--- config.mk ---
export PLATFORM = sky130hd
export DESIGN_NAME = cdc_handshake_rx_flat
export DESIGN_NICKNAME = d
export VERILOG_FILES = /design/src/rtl/cdc_handshake_rx_if.sv /design/src/rtl/cdc_handshake_rx.sv /design/src/flat_wrapper.sv
export SDC_FILE = /design/constraint.sdc
export NUM_CORES = 1
export LEC_CHECK = 0
export CAP_MARGIN = 30
export CORE_MARGIN = 2
export CORE_UTILIZATION = 25
export CTS_CLUSTER_DIAMETER = 150
export DETAILED_ROUTE_END_ITERATION = 12
export PLACE_DENSITY = 0.48
export SLEW_MARGIN = 20
export SYNTH_ARGS = -nofsm -noshare
export SYNTH_HDL_FRONTEND = slang
export SYNTH_SLANG_ARGS = --single-unit
export TNS_END_PERCENT = 50
--- constraint.sdc ---
create_clock -name dst_clk -period 1.7 [get_ports dst_clk]
set_input_delay 0.425 -clock dst_clk [delete_from_list [all_inputs] [get_ports dst_clk]]
set_output_delay 0.425 -clock dst_clk [all_outputs]
set_load 0.05 [all_outputs]
--- src/rtl/cdc_handshake_rx_if.sv ---
// Bus bundle for the receiving side of the four-phase req/ack crossing:
// source-domain req/data/ack plus the local valid/ready stream and status.
`timescale 1ns/1ps

interface cdc_handshake_rx_if #(
    parameter int DATA_WIDTH  = 32,
    parameter int COUNT_WIDTH = 16
);
    logic                   src_req;
    logic [DATA_WIDTH-1:0]  src_data;
    logic                   src_ack;
    logic [DATA_WIDTH-1:0]  dst_data;
    logic                   dst_valid;
    logic                   dst_ready;
    logic                   dst_proto_err;
    logic [COUNT_WIDTH-1:0] dst_count;

    modport master (
        output src_req, src_data, dst_ready,
        input  src_ack, dst_data, dst_valid, dst_proto_err, dst_count
    );

    modport slave (
        input  src_req, src_data, dst_ready,
        output src_ack, dst_data, dst_valid, dst_proto_err, dst_count
    );
endinterface

--- src/rtl/cdc_handshake_rx.sv ---
// Destination-side four-phase handshake receiver: synchronizes src_req, captures
// the source word once, presents it as a valid/ready stream and returns src_ack.
`timescale 1ns/1ps

module cdc_handshake_rx #(
    parameter int pDATA_WIDTH  = 32,
    parameter int pSYNC_STAGES = 2,
    parameter int pCOUNT_WIDTH = 16
) (
    input  logic                 dst_clk,
    input  logic                 reset_n,
    cdc_handshake_rx_if.slave    bus
);

    typedef enum logic [1:0] {
        ST_IDLE  = 2'd0,
        ST_VALID = 2'd1,
        ST_ACK   = 2'd2
    } state_t;

    (* ASYNC_REG = "TRUE" *) logic [pSYNC_STAGES-1:0] req_sync_r;
    logic                    req_s;

    state_t                  state_r, state_s;
    logic [pDATA_WIDTH-1:0]  data_r,  data_s;
    logic                    valid_r, valid_s;
    logic                    ack_r,   ack_s;
    logic                    err_r,   err_s;
    logic [pCOUNT_WIDTH-1:0] count_r, count_s;

    assign req_s = req_sync_r[pSYNC_STAGES-1];

    // src_req synchronizer chain; src_data is deliberately not synchronized
    always_ff @(posedge dst_clk or negedge reset_n) begin
        if (!reset_n) begin
            req_sync_r <= '0;
        end else begin
            req_sync_r <= {req_sync_r[pSYNC_STAGES-2:0], bus.src_req};
        end
    end

    // State and registered outputs
    always_ff @(posedge dst_clk or negedge reset_n) begin
        if (!reset_n) begin
            state_r <= ST_IDLE;
            data_r  <= '0;
            valid_r <= 1'b0;
            ack_r   <= 1'b0;
            err_r   <= 1'b0;
            count_r <= '0;
        end else begin
            state_r <= state_s;
            data_r  <= data_s;
            valid_r <= valid_s;
            ack_r   <= ack_s;
            err_r   <= err_s;
            count_r <= count_s;
        end
    end

    // Next-state and next-output decode
    always_comb begin
        state_s = state_r;
        data_s  = data_r;
        valid_s = valid_r;
        ack_s   = ack_r;
        err_s   = 1'b0;
        count_s = count_r;
        case (state_r)
            ST_IDLE: begin
                if (req_s) begin
                    data_s  = bus.src_data;
                    valid_s = 1'b1;
                    state_s = ST_VALID;
                end else begin
                    state_s = ST_IDLE;
                end
            end
            ST_VALID: begin
                // A consumer accept wins over a simultaneous early req drop
                if (valid_r && bus.dst_ready) begin
                    valid_s = 1'b0;
                    ack_s   = 1'b1;
                    count_s = count_r + pCOUNT_WIDTH'(1);
                    state_s = ST_ACK;
                end else if (!req_s) begin
                    valid_s = 1'b0;
                    err_s   = 1'b1;
                    state_s = ST_IDLE;
                end else begin
                    state_s = ST_VALID;
                end
            end
            ST_ACK: begin
                if (!req_s) begin
                    ack_s   = 1'b0;
                    state_s = ST_IDLE;
                end else begin
                    state_s = ST_ACK;
                end
            end
            default: begin
                valid_s = 1'b0;
                ack_s   = 1'b0;
                state_s = ST_IDLE;
            end
        endcase
    end

    assign bus.src_ack       = ack_r;
    assign bus.dst_data      = data_r;
    assign bus.dst_valid     = valid_r;
    assign bus.dst_proto_err = err_r;
    assign bus.dst_count     = count_r;

endmodule
--- src/flat_wrapper.sv ---
// flat-port wrapper written by rule: the top's interface ports become plain ports
module cdc_handshake_rx_flat 
#(
    parameter int pDATA_WIDTH  = 32,
    parameter int pSYNC_STAGES = 2,
    parameter int pCOUNT_WIDTH = 16
)
  (dst_clk, reset_n, bus_src_req, bus_src_data, bus_dst_ready, bus_src_ack, bus_dst_data, bus_dst_valid, bus_dst_proto_err, bus_dst_count);
  cdc_handshake_rx_if bus_i ();
  input  logic dst_clk;
  input  logic reset_n;
  input wire logic [$bits(bus_i.src_req)-1:0] bus_src_req;
  input wire logic [$bits(bus_i.src_data)-1:0] bus_src_data;
  input wire logic [$bits(bus_i.dst_ready)-1:0] bus_dst_ready;
  output wire logic [$bits(bus_i.src_ack)-1:0] bus_src_ack;
  output wire logic [$bits(bus_i.dst_data)-1:0] bus_dst_data;
  output wire logic [$bits(bus_i.dst_valid)-1:0] bus_dst_valid;
  output wire logic [$bits(bus_i.dst_proto_err)-1:0] bus_dst_proto_err;
  output wire logic [$bits(bus_i.dst_count)-1:0] bus_dst_count;
  assign bus_i.src_req = bus_src_req;
  assign bus_i.src_data = bus_src_data;
  assign bus_i.dst_ready = bus_dst_ready;
  assign bus_src_ack = bus_i.src_ack;
  assign bus_dst_data = bus_i.dst_data;
  assign bus_dst_valid = bus_i.dst_valid;
  assign bus_dst_proto_err = bus_i.dst_proto_err;
  assign bus_dst_count = bus_i.dst_count;
  cdc_handshake_rx #(.pDATA_WIDTH(pDATA_WIDTH), .pSYNC_STAGES(pSYNC_STAGES), .pCOUNT_WIDTH(pCOUNT_WIDTH)) u_core (.dst_clk(dst_clk), .reset_n(reset_n), .bus(bus_i));
endmodule
==> out/metrics.csv <==
metric,value,unit
outcome,"finished, final reports clean",
fin crit period,1594,ps
top-area cell type share of the netlist area,63.84,%
Post-CTS Setup Inserts,0,
hold_buf cts,0,
Slew Limit Fails,0,
CP max stage cell,clkdlybuf4s50_1,
Synth Area in Compound Gates,2.089,%
family with the most delay on the worst path,simple AND/OR/NAND/NOR gates,
syn nets,180,
Final Worst Setup Slack,105.9,ps
Max-Cap Viols,0,
DRT iter0 DRCs,38,
Rows,33,
DRC Markers,0,
clk slew on worst S/H paths,90,ps
most frequent cell after synthesis,dfrtp_1,
crit path capture type,register,
Ant. Diodes,0,
"Data required, critical path",1890,ps
# H-tree levels,2,
first-pass GRT wire length,8169,um
CP Launch Type,primary input,
Yosys warning count,0,
Final Hold Vio Count,0,
Finished Layout Cells,345,
Post-synth EDFFs,0,
Via density,4.191,
Yosys top cell by area,dfrtp_1,
via count,1446,
remaining antenna violation count,0,
vias in the first global route,1522,
top post-synthesis cells by area,"dfrtp_1, mux2_2, xnor2_1, xor2_1, buf_4",
RSZ-0062 raised after global routing,no,
WS Path Type,primary input to register,
NumNets Final,277,
crit path DAT,1780,ps
WL/cell,13.60,um
maximum clock path buffer count,2,
mux contribution to synthesized area,17.24,%
Mapped Area,2156,um2
Synth Area in Simple Gates,8.241,%
worst path bufs/invs,1,
max incr delay on CP,470,ps
area of the core,8299,um2
Ports,87,
clk root buf,clkbuf_8,
crit path cell chain,"clkdlybuf4s50_1, and4b_1, and4_4, nand4_1, xnor2_1",
final WL,4692,um
largest family of logic cells by synthesized area,multiplexers,
largest net degree at the start of global routing,34,
initial antenna violation count,0,
P per Cell Area,1540,nW/um2
ys flop type,dfrtp_1,
layout filler cell count,776,
register area share after synthesis,63.84,%
CP Max Fanout,5,
port bufs,86,
post-place setup slack,-211.9,ps
fmax,627.3,MHz
Synth Area in Adders,0.5804,%
clk_lat worst skew,300,ps
area grow syn2layout,56.01,%
Overflow after GRT,0,
GPL Wtd Cong,0.7231,
Leak Pwr,0.001485,uW
dpl hpwl,3529,um
Mean Syn Cell Area,15.08,um2
Synth async-reset ratio,100.0,%
Netlist cell types,26,
most frequent cells after synthesis,"dfrtp_1, mux2_2, xnor2_1, nand2_1, xor2_1",
clock sink count,55,
DR pass1 iterations,4,
Final Cycle Share,93.77,%
Final setup viols,0,
Worst IR Drop VDD,0.0005539,V
Synth Area in XOR/XNOR,6.094,%
CTS buffer count,5,
Slew @ Worst Pin,449.0,ps
# resized after CTS,0,
Max-slew headroom,69.29,%
GR Util All Layers,10.88,%
"FF+latch count, synth",55,
clk_skew,6.416,ps
die width,96.86,um
Die Y,96.86,um
initial core utilization,25.98,%
TNS Setup,0,ps
Post-Synthesis Cells,143,
Worst Hold Class,primary input to asynchronous set/reset pin,
fraction of layout cells with a size suffix above 1,42.92,%
Cells after DPL,338,
CTS tree,yes,
Die Area,9382,um2
-- worst paths after layout --
check | slack (ps) | depth (start not counted) | endpoint | startpoint
max in group asynchronous | 1090 | 2 | u_core.bus.dst_data[0]$_DFFE_PN0P_ | reset_n
min in group dst_clk | 360 | 0 | u_core.req_sync_r[1]$_DFF_PN0_ | u_core.req_sync_r[0]$_DFF_PN0_
setup reg to reg | 160 | 4 | u_core.bus.dst_count[10]$_DFFE_PN0P_ | u_core.state_r[1]$_DFF_PN0_
hold reg to reg | 360 | 0 | u_core.req_sync_r[1]$_DFF_PN0_ | u_core.req_sync_r[0]$_DFF_PN0_
hold / removal | 40 | 1 | u_core.bus.dst_proto_err$_DFF_PN0_ | reset_n
setup / recovery | 110 | 5 | u_core.bus.dst_count[10]$_DFFE_PN0P_ | bus_dst_ready
-- power breakdown --
part	internal [uW]	leakage (uW)	switching (uW)
combinational	996	0.000773	1610
sequential	1650	0.000674	231
clock	286	0.0000383	406
-- layout by cell type (no fill, tap or decap) --
| master | count |
|---|---|
| nor2_1 | 3 |
| a2111oi_0 | 1 |
| and4_1 | 2 |
| nand3_1 | 4 |
| and4_4 | 1 |
| mux2_2 | 33 |
| nand4_4 | 1 |
| a21o_1 | 1 |
| nor3_4 | 1 |
| nor3_2 | 1 |
| buf_2 | 1 |
| nor2b_1 | 1 |
| buf_12 | 19 |
| a311oi_1 | 1 |
| o21ai_0 | 1 |
| buf_4 | 40 |
| ha_1 | 1 |
| xor2_1 | 5 |
| dfrtp_2 | 1 |
| inv_1 | 2 |
| and3_1 | 1 |
| and2_1 | 2 |
| clkdlybuf4s50_1 | 34 |
| o22a_1 | 1 |
| clkbuf_8 | 5 |
| a31oi_1 | 1 |
| nand2_1 | 6 |
| nand4_1 | 3 |
| and4b_1 | 1 |
| xnor2_1 | 10 |
| dfrtp_1 | 54 |
| clkbuf_1 | 2 |
-- routing by layer --
layer | share of wire [%] | GRT usage, % | wire length, um | vias up
met2 | 53 | 19.18 | 2506 | 30
met1 | 41 | 12.96 | 1917 | 719
met4 | 1.6 | 3.575 | 76 | 0
li1 | - | - | - | 692
met5 | 0 | 0 | 0 | -
met3 | 4.1 | 2.673 | 192 | 5
-- kinds of logic after synthesis --
group,Yosys count
and+or+nand+nor,27
muxes,33
xor gates and xnor gates,15
AOI/OAI and AO/OA,6
adders and majority gates,1
buffers and inverters,6
DFF,55
-- flip-flops by register name, indices dropped and copies added (netlist names) --
name                      flops
u_core.bus.dst_proto_err      1
u_core.bus.dst_valid          1
u_core.state_r                2
u_core.bus.dst_count         16
u_core.bus.dst_data          32
u_core.bus.src_ack            1
u_core.req_sync_r             2
-- layout make-up --
type / instances / area [um2] / area share [%]
repair buffers: 94 / 1026 / 30.51
flip-flops and latches: 55 / 1378 / 40.96
multi-input cells: 82 / 744.5 / 22.14
clock buffers: 7 / 76.32 / 2.269
inverters: 2 / 7.507 / 0.2232
well taps: 105 / 131.4 / 3.906
-- metrics by stage --
step / hold WS [ps] / power (uW) / utilization (%) / instance area (um2)
after floorplan: 129.4 / 3520 / - / 2157
after global placement: 334.0 / 4540 / 39.61 / 3287
after detailed placement: 337.3 / 4553 / 39.61 / 3287
after CTS: 46.78 / 5255 / 40.52 / 3363
after global routing: 49.97 / 5442 / 40.52 / 3363
final: 42.86 / 5180 / 40.52 / 3363
No activity file was read; power rests on OpenSTA's default activity.
